## src/rtl/cheshire_commit_watchdog.sv

```systemverilog
// Commit-stage hang watchdog: arms on the first commit, counts enabled cycles without
// commit-PC progress, then requests a debug halt for a grace period and flags finish.
module cheshire_commit_watchdog #(
  parameter int NrCommitPorts  = 2,
  parameter int PcWidth        = 64,
  parameter int MaxStallCycles = 10000,
  parameter int GraceCycles    = 100
) (
  input  logic                             clk_i,
  input  logic                             rst_i,
  input  logic                             en_i,
  input  logic                             clear_i,
  input  logic [NrCommitPorts-1:0]         commit_ack_i,
  input  logic [NrCommitPorts*PcWidth-1:0] commit_pc_i,
  output logic [1:0]                       state_o,
  output logic                             hang_o,
  output logic [PcWidth-1:0]               hang_pc_o,
  output logic                             debug_req_o,
  output logic                             finish_o
);

  localparam logic [1:0] StIdle    = 2'd0;
  localparam logic [1:0] StMonitor = 2'd1;
  localparam logic [1:0] StHang    = 2'd2;
  localparam logic [1:0] StDone    = 2'd3;

  localparam int CntW = $clog2(MaxStallCycles + 1);
  localparam int GrcW = (GraceCycles > 0) ? $clog2(GraceCycles + 1) : 1;

  localparam logic [CntW-1:0] CntLast = CntW'(MaxStallCycles - 1);
  // With zero grace the grace counter is never consulted; the width is kept at one bit.
  localparam logic [GrcW-1:0] GrcLast = (GraceCycles > 0) ? GrcW'(GraceCycles - 1) : '0;

  logic [1:0]         state_q, state_d;
  logic [CntW-1:0]    cnt_q, cnt_d;
  logic [GrcW-1:0]    grace_q, grace_d;
  logic [PcWidth-1:0] last_pc_q, last_pc_d;
  logic [PcWidth-1:0] hang_pc_q, hang_pc_d;
  logic               hang_q, debug_q, finish_q;

  logic               ack_any;
  logic [PcWidth-1:0] acked_pc;
  logic               progress;

  // Highest-index acknowledging port wins: it is the youngest commit of the cycle.
  always_comb begin
    acked_pc = '0;
    for (int p = 0; p < NrCommitPorts; p++) begin
      if (commit_ack_i[p]) acked_pc = commit_pc_i[p*PcWidth +: PcWidth];
    end
  end

  assign ack_any  = |commit_ack_i;
  assign progress = ack_any && (acked_pc != last_pc_q);

  always_comb begin
    // NOTE: every signal gets a default up front so no path through the case infers a latch.
    state_d   = state_q;
    cnt_d     = cnt_q;
    grace_d   = grace_q;
    last_pc_d = last_pc_q;
    hang_pc_d = hang_pc_q;
    unique case (state_q)
      StIdle: begin
        if (en_i && ack_any) begin
          state_d   = StMonitor;
          last_pc_d = acked_pc;
          cnt_d     = '0;
        end
      end
      StMonitor: begin
        if (en_i) begin
          if (progress) begin
            last_pc_d = acked_pc;
            cnt_d     = '0;
          end else if (cnt_q == CntLast) begin
            state_d   = StHang;
            hang_pc_d = last_pc_q;
            grace_d   = '0;
          end else begin
            cnt_d = cnt_q + 1'b1;
          end
        end
      end
      StHang: begin
        if (GraceCycles == 0 || grace_q == GrcLast) begin
          state_d = StDone;
        end else begin
          grace_d = grace_q + 1'b1;
        end
      end
      default: ;
    endcase
  end

  // Soft clear behaves exactly like reset and overrides any pending transition.
  always_ff @(posedge clk_i) begin
    // NOTE: sequential state uses non-blocking assignments so all flops update together.
    if (rst_i || clear_i) begin
      state_q   <= StIdle;
      cnt_q     <= '0;
      grace_q   <= '0;
      last_pc_q <= '0;
      hang_pc_q <= '0;
      hang_q    <= 1'b0;
      debug_q   <= 1'b0;
      finish_q  <= 1'b0;
    end else begin
      state_q   <= state_d;
      cnt_q     <= cnt_d;
      grace_q   <= grace_d;
      last_pc_q <= last_pc_d;
      hang_pc_q <= hang_pc_d;
      hang_q    <= (state_d == StHang) || (state_d == StDone);
      debug_q   <= (state_d == StHang);
      finish_q  <= (state_d == StDone);
    end
  end

  assign state_o     = state_q;
  assign hang_o      = hang_q;
  assign hang_pc_o   = hang_pc_q;
  assign debug_req_o = debug_q;
  assign finish_o    = finish_q;

endmodule

```

## config.mk

```make
export PLATFORM = sky130hd
export DESIGN_NAME = cheshire_commit_watchdog
export DESIGN_NICKNAME = d
export VERILOG_FILES = /design/src/rtl/cheshire_commit_watchdog.sv
export SDC_FILE = /design/constraint.sdc
export NUM_CORES = 1
export LEC_CHECK = 0
export ABC_AREA = 1
export BUFFER_PORTS_ARGS = -buffer_cell sky130_fd_sc_hd__buf_2
export CORE_ASPECT_RATIO = 1.1
export CORE_MARGIN = 4
export CORE_UTILIZATION = 35
export DETAILED_ROUTE_END_ITERATION = 7
export GPL_TIMING_DRIVEN = 0
export SLEW_MARGIN = 20
export SYNTH_ARGS = -nofsm -noshare
export SYNTH_HDL_FRONTEND = slang
export SYNTH_SLANG_ARGS = --single-unit
```

## constraint.sdc

```tcl
create_clock -name clk_i -period 4.9 [get_ports clk_i]
set_clock_uncertainty 0.15 [all_clocks]
set_input_delay 0.98 -clock clk_i [delete_from_list [all_inputs] [get_ports clk_i]]
set_output_delay 0.98 -clock clk_i [all_outputs]
set_load 0.02 [all_outputs]
```

==> metrics.txt <==
RR Endpoint hang_pc_o[49]; post_cts resized 0; peak supply drop around 0.22 mV; Cell Chain, Critical Path buf_4 > clkbuf_1 > nand2_1 > nand2_1 > nand3_1 > nand2_1 > nor2_1 > nand2_1 > nor2_1 > nand2_1 > nor2_1 > nand2_1 > nand2_1 > buf_6 > nand2_2 > nor2_4 > inv_2 > clkbuf_1 > nor2_1 > nor2_1; largest area contributor in the netlist dfxtp_1; GRT Residual Overflow 0; clk buf depth 2; Synth area leaders dfxtp_1 (34%), nand2_1 (19%), nor2_1 (14%); EDFF count, synth 0; Mapped Cells ~1,500; Main synth FF type dfxtp_1; clock transition at the registers of the reported paths 0.07 ns; Hold Crit Depth 2; Setup crit end kind register; slowest stage delay, CP roughly 0.57 ns; area of the core approximately 25,000 um^2; Final Core Density 0.434; worst hold path class reg2reg; crit path DAT just under 4 ns; reg2reg path depth 16; Syn Std Cell Area roughly 8900 um^2; Starting Density 0.354; share of cells above drive strength 1 0.171; ANT nets after route 0; CP Class in2reg; Die X ~160 um; Vias between 10,000 and 15,000; fmax between 200 and 300 MHz; final setup TNS 0 ns; drc violations 0; status finished clean; first-pass GRT wire length between 50,000 and 60,000 um; critical path's slowest cell clkbuf_1; placed cell count between 2,000 and 2,500; initial antenna violation count 4; Synth Warn # 0; max_slew headroom 0.460; Post-Syn Area per Cell between 6 and 7 um^2; io pins a little over 200; WHS 0.325 ns; Pwr per Cell Area between 200 and 300 nW/um^2; All-Layer GR Usage 0.240; CTS sink cnt ~150; CP startpoint kind primary input; RR Startpoint last_pc_q[52]; Final period util 0.759; Synth Register Bits 153; clk_lat worst skew 0.44 ns; port buffer count 200; Worst-Margin Slew 0.811 ns; Detailed Route WL 34,600 um; largest net degree at the start of global routing 17; Synth top cells by count nand2_1 (451), nor2_1 (342), dfxtp_1 (153), nand3_1 (134), inv_1 (93); H-tree depth 4; routability cong. roughly 0.9; per-cell routed wire length 16.8 um; Site Rows between 60 and 70; post-synth net total ~1,600; share of the synthesized area in the top cell type 0.343; vias in the first global route between 9,000 and 10,000; Post-synth ARST share 0; Hold Path Origin cnt_q[12]; Final HPWL DP approximately 25,000 um; hold path endpoint cnt_q[12]; Hold Violations, Final 0; clock root cell clkbuf_16; final-report setup violation count 0; CTS buffer count 17; final net count about 1,800; Largest delay share family, worst path buffers and inverters; crit-path most repeated cell nand2_1; register area share after synthesis 0.343; crit path buf inv count 5; number of max-cap violations 0; Die ar. 28,200 um^2; Post-Layout Cell Count 2,062; most frequent cell after synthesis nand2_1; Area Growth Syn to Fin 22.5%; r2r setup slk 2.09 ns; Slew Viols, Final 0; worst-path maximum fanout 10; Hold-fix buffers, CTS 0; Leak 5.64 nW; Setup Fix Bufs, Post-CTS 0; 1st-pass router iterations 6; Data required, critical path 5.13 ns; unrepaired setup endpoints after global routing false; Die H 176 um; final worst slack approximately 1.2 ns; Via density 4.96; post-place setup slack 0.819 ns; drt initial violations between 700 and 800; synth unique cells 32; crit path time final 3.72 ns; TritonCTS clock tree yes
## cells by family (layout without fill, tap and decap cells)
group,Yosys count,count (layout),share of synthesized area
adders and majority gates,2,2,0.00280
xor gates and xnor gates,8,8,0.00784
buffers and inverters,178,410,0.101
and+or+nand+nor,983,983,0.454
DFF,153,153,0.343
other,0,4,0
AOI/OAI and AO/OA,156,156,0.0912
## registers in the layout, summed over array words and instances (netlist names)
signal	flops
hang_pc_o	64
grace_q	7
state_o	2
finish_o	1
debug_req_o	1
last_pc_q	64
cnt_q	14
## worst min-delay path, cell delays in order (launching register included)
cell and delay, ns:
dfxtp_1 0.31, nand2_1 0.06, a21oi_1 0.06
## layout by cell type (no fill, tap or decap), types with 4 or more instances in the layout
cell type / count
nand2_1: 451
nor2_1: 342
buf_2: 213
dfxtp_1: 153
nand3_1: 134
inv_1: 93
o21ai_0: 75
o21ai_1: 60
nand3b_1: 40
clkbuf_1: 32
buf_6: 22
clkbuf_16: 17
buf_4: 14
a21oi_1: 13
xor2_1: 6
nand4_1: 5
clkinv_4: 5
diode_2: 4
inv_6: 4
## through the flow
| stage | instance area [um^2] | total power (W) |
|---|---|---|
| finish | 11000 | 0.00309 |
| global route | 11000 | 0.00321 |
| CTS | 10900 | 0.00311 |
| detailed placement | 10400 | 0.00181 |
| global placement | 10400 | 0.00180 |
| floorplan | 8940 | 0.00162 |
## report_power, final
group / leakage (nW) / switching (W) / internal [W] / total (W)
logic: 4.12 / 0.000318 / 0.000175 / 0.000493
clock network: 0.275 / 0.000625 / 0.000673 / 0.00130
registers: 1.24 / 0.0000293 / 0.00127 / 0.00130
## how the worst max path moves through the flow
stage,start,endpoint,cells after the start
after floorplan,commit_ack_i[0],hang_pc_o[10],21
after CTS,commit_ack_i[0],hang_pc_o[49],20
after global routing,commit_ack_i[0],last_pc_q[48],19
after detailed placement,commit_ack_i[0],hang_pc_o[52],20
final,commit_ack_i[0],hang_pc_o[52],20
after global placement,commit_ack_i[0],hang_pc_o[46],20
## routing by layer
metal,share of wire,track usage
met5,0,0
met4,0.022,0.0803
met3,0.067,0.0397
met2,0.47,0.396
met1,0.44,0.320
## cell type report
class / count / area (um^2)
timing repair buffer: 200 / 1000
buffer: 81 / 538
inverter: 97 / 367
clock inverter: 14 / 136
sequential: 153 / 3060
tap: 346 / 433
multi-input combinational: 1149 / 4970
antenna: 4 / 10.0
clock buffer: 18 / 429
fill: 2738 / 14300
Power figures use the tool's default switching activity.
